$ cat config.mk
export PLATFORM = sky130hd
export DESIGN_NAME = logic_op_identifier
export DESIGN_NICKNAME = d
export VERILOG_FILES = /design/src/rtl/logic_op_pkg.sv /design/src/rtl/logic_op_match.sv /design/src/rtl/logic_op_identifier.sv
export SDC_FILE = /design/constraint.sdc
export NUM_CORES = 1
export LEC_CHECK = 0
export CORE_MARGIN = 2
export CORE_UTILIZATION = 35
export CTS_CLUSTER_DIAMETER = 100
export CTS_CLUSTER_SIZE = 40
export DETAILED_ROUTE_END_ITERATION = 10
export PLACE_DENSITY_LB_ADDON = 0.05
export SYNTH_ARGS = -nofsm -noshare
export SYNTH_HDL_FRONTEND = slang
export SYNTH_SLANG_ARGS = --single-unit
$ cat constraint.sdc
create_clock -name clk -period 5.7 [get_ports clk]
set_clock_uncertainty 0.15 [all_clocks]
set_input_delay 0.855 -clock clk [delete_from_list [all_inputs] [get_ports clk]]
set_output_delay 0.855 -clock clk [all_outputs]
set_load 0.05 [all_outputs]
$ cat src/rtl/logic_op_pkg.sv
// ============================================================================
// Package : logic_op_pkg
// Brief   : Sel encoding, state type and helpers for logic_op_identifier.
// Rev     : 1.0 - initial release
// ============================================================================
`default_nettype none

package logic_op_pkg;

    localparam logic [1:0] OP_AND  = 2'b00;
    localparam logic [1:0] OP_OR   = 2'b01;
    localparam logic [1:0] OP_XOR  = 2'b10;
    localparam logic [1:0] OP_XNOR = 2'b11;

    localparam logic [3:0] MASK_ALL = 4'b1111;

    typedef enum logic [1:0] {
        ST_IDLE     = 2'd0,
        ST_SEARCH   = 2'd1,
        ST_LOCKED   = 2'd2,
        ST_CONFLICT = 2'd3
    } state_e;

    function automatic logic op_eval(input logic [1:0] sel, input logic a, input logic b);
        logic r;
        case (sel)
            OP_AND:  r = a & b;
            OP_OR:   r = a | b;
            OP_XOR:  r = a ^ b;
            default: r = ~(a ^ b);
        endcase
        return r;
    endfunction

    function automatic logic [2:0] popcount4(input logic [3:0] m);
        return {2'b00, m[0]} + {2'b00, m[1]} + {2'b00, m[2]} + {2'b00, m[3]};
    endfunction

    // Only meaningful for a one-hot mask; anything else maps to 00.
    function automatic logic [1:0] onehot_to_sel(input logic [3:0] m);
        logic [1:0] s;
        case (m)
            4'b0010: s = 2'b01;
            4'b0100: s = 2'b10;
            4'b1000: s = 2'b11;
            default: s = 2'b00;
        endcase
        return s;
    endfunction

endpackage

`default_nettype wire

$ cat src/rtl/logic_op_match.sv
// ============================================================================
// Module : logic_op_match
// Brief  : Combinational per-sample consistency vector for the four ops.
// Rev    : 1.0 - initial release
// ============================================================================
`default_nettype none

module logic_op_match
    import logic_op_pkg::*;
(
    input  logic       a,
    input  logic       b,
    input  logic       y,
    output logic [3:0] match
);

    for (genvar i = 0; i < 4; i++) begin : g_op
        assign match[i] = (op_eval(2'(i), a, b) == y);
    end

endmodule

`default_nettype wire

$ cat src/rtl/logic_op_identifier.sv
// ============================================================================
// Module : logic_op_identifier
// Brief  : Narrows the unknown 2-bit-selected logic op from observed samples.
//          Optional idle timeout in SEARCH enabled by LOGIC_OP_ID_TIMEOUT_EN.
// Rev    : 1.0 - initial release
// ============================================================================
`default_nettype none

module logic_op_identifier
    import logic_op_pkg::*;
#(
    parameter int TIMEOUT_CYCLES = 16
) (
    input  logic       clk,
    input  logic       reset,
    input  logic       in_valid,
    input  logic       a,
    input  logic       b,
    input  logic       y,
    input  logic       clear,
    output logic [3:0] cand_mask,
    output logic [1:0] sel_out,
    output logic       locked,
    output logic       conflict,
    output logic [7:0] sample_cnt
);

    if (TIMEOUT_CYCLES < 1 || TIMEOUT_CYCLES > 255) begin : g_timeout_range_chk
        $error("TIMEOUT_CYCLES must be in 1..255");
    end

    state_e     state_q, state_d;
    logic [3:0] mask_q, mask_d;
    logic [1:0] sel_q, sel_d;
    logic [7:0] cnt_q, cnt_d;

    logic [3:0] w_match;
    logic [3:0] w_mask_new;
    logic [2:0] w_pop;

    logic_op_match u_match (
        .a     (a),
        .b     (b),
        .y     (y),
        .match (w_match)
    );

    assign w_mask_new = mask_q & w_match;
    assign w_pop      = popcount4(w_mask_new);

`ifdef LOGIC_OP_ID_TIMEOUT_EN
    logic [7:0] idle_q, idle_d;
`endif

    always_comb begin
        state_d = state_q;
        mask_d  = mask_q;
        sel_d   = sel_q;
        cnt_d   = cnt_q;
`ifdef LOGIC_OP_ID_TIMEOUT_EN
        idle_d  = 8'd0;
`endif
        if (clear) begin
            state_d = ST_IDLE;
            mask_d  = MASK_ALL;
            sel_d   = 2'b00;
            cnt_d   = 8'd0;
        end else if (in_valid) begin
            // CONFLICT needs no special case: an empty mask stays empty.
            mask_d = w_mask_new;
            cnt_d  = (cnt_q == 8'hFF) ? cnt_q : cnt_q + 8'd1;
            if (w_pop == 3'd0) begin
                state_d = ST_CONFLICT;
                sel_d   = 2'b00;
            end else if (w_pop == 3'd1) begin
                state_d = ST_LOCKED;
                sel_d   = onehot_to_sel(w_mask_new);
            end else begin
                state_d = ST_SEARCH;
                sel_d   = 2'b00;
            end
        end
`ifdef LOGIC_OP_ID_TIMEOUT_EN
        else if (state_q == ST_SEARCH) begin
            if (idle_q == 8'(TIMEOUT_CYCLES - 1)) begin
                state_d = ST_IDLE;
                mask_d  = MASK_ALL;
                sel_d   = 2'b00;
                cnt_d   = 8'd0;
            end else begin
                idle_d = idle_q + 8'd1;
            end
        end
`endif
    end

    always_ff @(posedge clk or posedge reset) begin
        if (reset) begin
            state_q <= ST_IDLE;
            mask_q  <= MASK_ALL;
            sel_q   <= 2'b00;
            cnt_q   <= 8'd0;
        end else begin
            state_q <= state_d;
            mask_q  <= mask_d;
            sel_q   <= sel_d;
            cnt_q   <= cnt_d;
        end
    end

`ifdef LOGIC_OP_ID_TIMEOUT_EN
    always_ff @(posedge clk or posedge reset) begin
        if (reset) begin
            idle_q <= 8'd0;
        end else begin
            idle_q <= idle_d;
        end
    end
`endif

    assign cand_mask  = mask_q;
    assign sel_out    = sel_q;
    assign locked     = (state_q == ST_LOCKED);
    assign conflict   = (state_q == ST_CONFLICT);
    assign sample_cnt = cnt_q;

endmodule

`default_nettype wire

Word-level counts from Yosys, hierarchy flattened
Cells that the tools add are included.

Order comparisons: 0. Mux-type cells: 14. Add/subtract/negate cells: 4. Bitwise operators: 5. Reduce and logical (&&, ||, !) cells: 3. Divide/modulo/power cells: 0. Shift-type cells: 0. Equality and inequality tests: 12. Multiply operators: 0.

Operator list (number): two-way mux 8 bit (3); two-way mux 2 bit (8); adder 8 x 1 -> 8 bit, second input constant (1); equality test 8 bit, second input constant (1); two-way mux 4 bit (2); case mux 2 bit (3 select lines) (1); AND 4 bit (1); equality test 1 bit (4); equality test 2 bit, second input constant (2); equality test 4 x 2 -> 1 bit, second input constant (1); equality test 4 x 3 -> 1 bit, second input constant (1); equality test 4 bit, second input constant (1); adder 2 x 1 -> 3 bit (1); adder 3 x 1 -> 3 bit (1); equality test 3 x 1 -> 1 bit, second input constant (1); zero test 3 bit (1); adder 1 x 1 -> 2 bit (1); inequality test 2 bit, second input constant (1); AND reduction 2 bit (1); nonzero test 2 bit (1); AND 1 bit (1); inverter 1 bit (1); OR 1 bit (1); bitwise XOR 1 bit (1).

Bits in read-only memories: 0. Memories kept: 0. Latch bits: 0. Memory bits (writable): 0. Bits of input ports: 7. Word-level logic and storage cells: 42. Output and inout port bits: 16. Register bits: 16.

Longest topological paths before layout
Gate-level depths: netlist of the first run.

Depth in word-level cells: 12. Depth in mapped cells: 11. Mapped depth without buffers: 11.

Modules after synthesis
Synthesis of the first run repeated with hierarchy kept, for this count alone.

Cell total of the unflattened synthesis: 99. Area total of the unflattened synthesis: 968.4 µm².

By module, submodules not included: logic_op_identifier (sequential area each 405.4 µm², cells an instance 91, area each 900.9 µm², instances 1); logic_op_match (sequential area each 0.0 µm², cells an instance 8, area each 67.6 µm², instances 1).

Least setup slack after synthesis of the first run
OpenSTA, ideal clock, no wires.

Kind: input to register. Start: input a. End: register sel_q[1], in the netlist sel_out[1]. Slack: 2496 ps. Path buffers: 0. Arrival: 2953 ps. Required time: 5449 ps. Stages on the path: 10. Library setup time: 101 ps. Cells stage by stage: inv_1 -> ha_1 -> xor2_1 -> and2_1 -> fa_1 -> ha_1 -> ha_1 -> nor3b_1 -> nand4b_1 -> o32ai_1.

Word-level cells in the longest chain between the ends: 11. Elaborated cells between the ends (all ways): 22. Classes of those cells: 3 x add/sub; 8 x eq/ne; 5 x mux; 5 x bitwise; 1 x reduce/logical.

RTL lines: start, declared (line logic_op_identifier.sv:17) `input logic a,`; AND 1 bit or OR 1 bit (tied branches) (line logic_op_pkg.sv:27, logic_op_pkg.sv:28); equality test 1 bit (line logic_op_match.sv:18) `assign match[i] = (op_eval(2'(i), a, b) == y);`; AND 4 bit (*) (line logic_op_identifier.sv:48) `assign w_mask_new = mask_q & w_match;`; adder 1 x 1 -> 2 bit (line logic_op_pkg.sv:36) `return {2'b00, m[0]} + {2'b00, m[1]} + {2'b00, m[2]} + {2'b00, m[3]};`; adder 2 x 1 -> 3 bit (line logic_op_pkg.sv:36); adder 3 x 1 -> 3 bit (line logic_op_pkg.sv:36); equality test 3 x 1 -> 1 bit (line logic_op_identifier.sv:75) `end else if (w_pop == 3'd1) begin`; two-way mux 2 bit (line logic_op_identifier.sv:75); two-way mux 2 bit (*) (line logic_op_identifier.sv:72) `if (w_pop == 3'd0) begin`; two-way mux 2 bit (*) (line logic_op_identifier.sv:68) `end else if (in_valid) begin`; two-way mux 2 bit (*) (line logic_op_identifier.sv:63) `if (clear) begin`; end signal, assigned (line logic_op_identifier.sv:106) `sel_q <= sel_d;`; end, declared (line logic_op_identifier.sv:34) `logic [1:0] sel_q, sel_d;`.

Mark *: on every way between the ends. The rest lies on a longest branch, timed or not. The select of a mux whose other input is x is not followed. A chain may end at the register's enable or synchronous reset.

Worst setup path in the final report of the first run
Start: input b. End: register sel_q[1], in the netlist sel_out[1].

Word-level cells in the longest chain between the ends: 11. Elaborated cells between the ends (all ways): 22. Classes of those cells: 3 x add/sub; 8 x eq/ne; 5 x mux; 5 x bitwise; 1 x reduce/logical.

RTL lines: start, declared (line logic_op_identifier.sv:18) `input logic b,`; AND 1 bit or OR 1 bit (tied branches) (line logic_op_pkg.sv:27, logic_op_pkg.sv:28); equality test 1 bit (line logic_op_match.sv:18); AND 4 bit (*) (line logic_op_identifier.sv:48); adder 1 x 1 -> 2 bit (line logic_op_pkg.sv:36); adder 2 x 1 -> 3 bit (line logic_op_pkg.sv:36); adder 3 x 1 -> 3 bit (line logic_op_pkg.sv:36); equality test 3 x 1 -> 1 bit (line logic_op_identifier.sv:75); two-way mux 2 bit (line logic_op_identifier.sv:75); two-way mux 2 bit (*) (line logic_op_identifier.sv:72); two-way mux 2 bit (*) (line logic_op_identifier.sv:68); two-way mux 2 bit (*) (line logic_op_identifier.sv:63).

Marked as above.

==> flow_summary.json, run 1 <==
{
  "yosysSeqAreaShare": 0.387,
  "max_freq_mhz": 279,
  "io_buffers": 22,
  "cap_violations": 0,
  "synthesis.area_per_instance_um2": 9.71,
  "grt_max_degree": 25,
  "grt-ovfl-total": 0,
  "cts-buffers-inserted": 3,
  "crit_path_max_fanout": 3,
  "die_w_um": 58.7,
  "r2r_end": "sel_out[1]",
  "dr.pass1.iters": 8,
  "yosysMostFrequentCell": "dfrtp_1",
  "viasPerCell": 5.56,
  "initial_core_util": 0.374,
  "grt_usage": 0.154,
  "violations": "design-rule violations",
  "dp.cells": 154,
  "r2r_start": "cand_mask[0]",
  "peakVddDrop_v": 0.000160,
  "p_sw_w": 0.000108,
  "fin_cells": 158,
  "antennaDiodeCount": 0,
  "clock_path_buffers": 2,
  "worstHoldStart": "cand_mask[3]",
  "grt_pass1_wl_um": 4050,
  "r2r_slack_ps": 3160,
  "gp_congestion": 0.732,
  "rsz0062_at_grt": "no",
  "core_area_um2": 2810,
  "critPathKind": "in2reg",
  "timing_hold_violations_final": 0,
  "cts_tree": "yes",
  "yosys.area.top_type_share": 0.286,
  "grt_pass1_vias": 879,
  "rr_worst_depth": 8,
  "antenna_found_initial": 0,
  "cts_resized": 0,
  "holdPathEnd": "cand_mask[3]",
  "dp_hpwl_um": 1580,
  "synth_common_cells": "12 x dfrtp_1, 9 x inv_1, 7 x ha_1",
  "finalSetupViolCount": 0,
  "async_flop_share": 1.00,
  "hold_buffers": 0,
  "whs_path_depth": 2,
  "p_sw_frac": 0.352,
  "remaining_drc_errors": 1,
  "area_delta_synth_final_pct": 24.5,
  "layout.nets": 143,
  "wl_um": 2360,
  "htreeDepth": 1,
  "synth_ff_type": "dfrtp_1",
  "ios": 23,
  "yosysUniqueCellTypes": 36,
  "drive_gt1_frac": 0.0709,
  "clkLatencyLatePin_ps": 300,
  "dieArea_um2": 3450,
  "seq_power_share": 0.419,
  "syn_inst": 108,
  "ys_ff_latch": 16,
  "clock-sinks": 16,
  "status": "finished, violations left",
  "worstSetupStartpointType": "primary input",
  "cp.required_ps": 5760,
  "p_leak_nw": 0.574,
  "cts_root_buffer": "clkbuf_4",
  "first_iter_violations": 41,
  "clkPwrFrac": 0.273,
  "worst_pin_slew_ps": 800,
  "syn_nets": 123,
  "arrival_ps": 3640,
  "netlist_area_um2": 1050,
  "min_period_over_period": 0.628,
  "min_path_type": "reg2reg",
  "cts_setup_buffers": 0,
  "ant_nets": 0,
  "ys_warn_count": 0,
  "fin_setup_tns_ps": 0,
  "path_clk_slew_ps": 120,
  "slew-limit-headroom": 0.465,
  "yosysTopAreaCell": "dfrtp_1",
  "powerDensity_nw_per_um2": 236,
  "synth_edf_count": 0,
  "row_count": 19,
  "die_y_um": 58.7,
  "slew_viol_final": 0,
  "period_minus_slack_ps": 3580,
  "wl_per_cell_um": 14.9,
  "num_vias": 879,
  "cp-end-kind": "flop",
  "synth_area_leaders": "dfrtp_1 29%, dfstp_2 10%, ha_1 8.4%",
  "internal_power_w": 0.000199,
  "combPwrFrac": 0.309
}
[through the flow]
step / hold WS (ps) / area [µm²] / setup slack (ps) / utilization / total power (W)
after detailed placement: 353 / 1270 / 1780 / 0.452 / 0.000226
after CTS: 377 / 1310 / 2090 / 0.465 / 0.000311
after floorplan: 339 / 1050 / 2500 / - / 0.000198
after global placement: 353 / 1270 / 1850 / 0.452 / 0.000226
final: 368 / 1310 / 2120 / 0.465 / 0.000308
after global routing: 406 / 1310 / 1850 / 0.465 / 0.000325
[layout by cell type (no fill, tap or decap), drive strengths merged]
cell type,count
a2111oi,2
a211oi,5
a21boi,1
a21o,2
a21oi,5
a311oi,2
a31o,1
a31oi,6
a41o,1
and2,3
and3,3
and4b,1
clkbuf,4
clkdlybuf4s50,22
dfrtp,12
dfstp,4
fa,1
ha,7
inv,9
mux2,1
mux2i,2
nand2,4
nand2b,2
nand3,2
nand3b,2
nand4b,1
nor2,5
nor2b,3
nor3b,3
o2111a,1
o21a,1
o21ai,3
o32ai,2
xnor2,2
xor2,2
[final cells by class]
type / count / area, µm²
fill: 291 / 1500
timing repair buffer: 22 / 220
multi-input combinational: 76 / 571
sequential: 16 / 405
clock buffer: 4 / 36.3
inverter: 9 / 33.8
tap: 31 / 38.8
[registers in the layout, summed over array words and instances, names as in the netlist]
signal and flops:
state_q 2, sel_out 2, cand_mask 4, sample_cnt 8
[logic make-up (layout without fill, tap and decap cells)]
kind of cell | after synthesis | count (layout) | share of synthesized area
fa+ha+maj | 8 | 8 | 0.103
xor+xnor | 4 | 4 | 0.0334
compound gates | 32 | 32 | 0.217
simple gates | 29 | 29 | 0.161
flops | 16 | 16 | 0.387
buf+inv | 16 | 35 | 0.0692
mux | 3 | 3 | 0.0298
[worst max-delay path, cell delays in order]
cell and delay [ps]:
clkdlybuf4s50_1 480, inv_1 50, ha_1 310, xor2_1 250, and2_1 180, fa_1 410, ha_1 200, ha_1 290
nor3b_1 340, nand4b_1 140, o32ai_1 130
[layer usage]
layer,wire length [µm],global-route usage,up-vias
li1,-,-,431
met1,1140,0.203,415
met2,1080,0.254,31
met3,123,0.0440,2
met4,16,0.0292,0
met5,0,0,-
[worst max-delay path by stage]
stage                     slack [ps]    endpoint  depth (start not counted)  startpoint
after floorplan                 2500  sel_out[1]                         10           a
after global placement          1850  sel_out[1]                         11           a
after detailed placement        1780  sel_out[1]                         11           a
after CTS                       2090  sel_out[1]                         11           a
after global routing            1850  sel_out[1]                         11           b
final                           2120  sel_out[1]                         11           b
[power groups by stage]
stage,Combinational [W],Clock [W],Sequential [W]
2_1_floorplan,0.0000517,0,0.000147
3_3_place_gp,0.0000949,0,0.000131
3_5_place_dp,0.0000951,0,0.000131
4_1_cts,0.0000963,0.0000858,0.000129
5_1_grt,0.000106,0.0000884,0.000130
6_report,0.0000951,0.0000839,0.000129
(Power assumes the default switching activity.)
==> inputs of run 2 (changes only) <==
clock period = 3.4 ns   (was 5.7 ns; I/O delays follow)
==> run 2 against run 1 <==
- sequential share of layout area down 0.64 points
- flip-flop and latch count unchanged
- largest power group unchanged
- the run still ends with design-rule violations left
- via count up 2.5%
- largest cell class unchanged
- register-to-register slack worse by 2300 ps
- design area up 2.1%
- hold slack worse by 2.4 ps
- setup slack worse by 1900 ps
- critical path type unchanged
==> flow_summary.json, run 2 (same netlist as run 1, synthesis figures left out) <==
{
  "crit_path_max_fanout": 3,
  "crit_family": "adder cells",
  "arrival_ps": 3240,
  "violations": "design-rule violations",
  "clock-sinks": 16,
  "worstSetupStartpointType": "primary input",
  "cp_slowest_cell": "clkdlybuf4s50_1",
  "antenna_found_initial": 0,
  "final_common_cell": "clkdlybuf4s50_1",
  "multi_input_area_um2": 571,
  "cp_cell_sequence": "clkdlybuf4s50_1 -> inv_1 -> ha_1 -> xor2_1 -> and2_1 -> fa_1 -> ha_1 -> ha_1 -> nor3b_1 -> nand4b_1 -> o32ai_1",
  "htreeDepth": 1,
  "cts_resized": 0,
  "critical_path_buf_inv_count": 2,
  "antennaDiodeCount": 0,
  "die_w_um": 58.7,
  "num_vias": 901,
  "finalSetupViolCount": 0,
  "worst_pin_slew_ps": 642,
  "status": "finished, violations left",
  "cts_tree": "yes",
  "cts_setup_buffers": 0,
  "dp_hpwl_um": 1620,
  "timing_hold_violations_final": 0,
  "cp.depth": 11,
  "dr.pass1.iters": 7,
  "peakVddDrop_v": 0.000160,
  "slew_viol_final": 0,
  "first_iter_violations": 38,
  "cp.required_ps": 3440,
  "period_minus_slack_ps": 3200,
  "critPathKind": "in2reg",
  "max_freq_mhz": 313,
  "ant_nets": 0,
  "path_clk_slew_ps": 100,
  "grt_max_degree": 24,
  "cp-end-kind": "flop",
  "wl_per_cell_um": 14.0,
  "min_path_type": "reg2reg",
  "initial_core_util": 0.374,
  "cts_root_buffer": "clkbuf_4",
  "hold_buffers": 0,
  "cts-buffers-inserted": 3,
  "slowest_delay_ps": 480,
  "mostFrequentLayoutCells": "22 x clkdlybuf4s50_1, 12 x dfrtp_1, 9 x inv_1",
  "drive_gt1_frac": 0.0985,
  "final-seq-area_um2": 405,
  "row_count": 19,
  "p_leak_nw": 0.592,
  "core_area_um2": 2810,
  "crit_top_cell": "ha_1",
  "clkLatencyLatePin_ps": 290,
  "wl_um": 2280,
  "area_delta_synth_final_pct": 27.1,
  "remaining_drc_errors": 1,
  "clock_path_buffers": 2,
  "io_buffers": 22,
  "layout.nets": 148,
  "grt-ovfl-total": 0,
  "gp_congestion": 0.753,
  "slew-limit-headroom": 0.571,
  "grt_pass1_vias": 836,
  "dieArea_um2": 3450,
  "viasPerCell": 5.53,
  "die_y_um": 58.7,
  "rr_worst_depth": 7,
  "powerDensity_nw_per_um2": 370,
  "whs_path_depth": 1,
  "final.fill_count": 270,
  "grt_usage": 0.153,
  "cap_violations": 0,
  "min_period_over_period": 0.941,
  "fin_setup_tns_ps": 0,
  "hold_slack_ps": 366,
  "ios": 23,
  "rsz0062_at_grt": "no",
  "largest_reg_flops": 8,
  "grt_pass1_wl_um": 4020
}
## run 2: changes by cell type in the layout (fill, tap and decap cells not counted), sizes merged
cell,delta
buf,+5
## run 2: power by group
part / internal [W] / switching, W / total (W) / leakage, nW
combinational: 0.0000712 / 0.0000979 / 0.000169 / 0.371
sequential: 0.000205 / 0.0000109 / 0.000216 / 0.206
clock: 0.0000455 / 0.0000616 / 0.000107 / 0.0150
total: 0.000322 / 0.000170 / 0.000493 / 0.592
## run 2: cell type report
| cell class | instances | share of cell area |
|---|---|---|
| Tap cell | 31 | 0.0291 |
| Multi-Input combinational cell | 76 | 0.428 |
| Timing Repair Buffer | 27 | 0.193 |
| Sequential cell | 16 | 0.304 |
| Clock buffer | 4 | 0.0197 |
| Inverter | 9 | 0.0254 |
## run 2: metal layers
| layer | up-vias | share of wire | track usage |
|---|---|---|---|
| li1 | 440 | - | - |
| met4 | 0 | 0.011 | 0.0682 |
| met2 | 22 | 0.47 | 0.238 |
| met1 | 435 | 0.47 | 0.207 |
| met3 | 4 | 0.043 | 0.0286 |
| met5 | - | 0 | 0 |
## run 2: worst register-to-register path, cell delays in order, from the launching register on
cell	delay, ps
dfstp_2	570
and2_1	140
fa_1	410
ha_1	200
ha_1	290
nor3b_1	370
nand4b_1	140
o32ai_1	130
## run 2: worst paths after layout
kind | startpoint | to | slack, ps
setup / recovery | a | sel_out[1] | 200
hold / removal | sample_cnt[7] | sample_cnt[7] | 370
setup reg to reg | cand_mask[3] | sel_out[1] | 910
hold reg to reg | sample_cnt[7] | sample_cnt[7] | 370
max in group asynchronous | reset | sample_cnt[3] | 2230
min in group asynchronous | reset | sample_cnt[2] | 460
## run 2: through the flow
| stage | utilization | setup WS [ps] | power, W | cells | area, µm² |
|---|---|---|---|---|---|
| after floorplan | - | 541 | 0.000333 | 108 | 1050 |
| after global placement | 0.466 | -9.88 | 0.000388 | 159 | 1310 |
| after detailed placement | 0.466 | -101 | 0.000389 | 159 | 1310 |
| after CTS | 0.475 | 217 | 0.000501 | 163 | 1330 |
| after global routing | 0.475 | 36.3 | 0.000529 | 163 | 1330 |
| final | 0.475 | 202 | 0.000493 | 163 | 1330 |
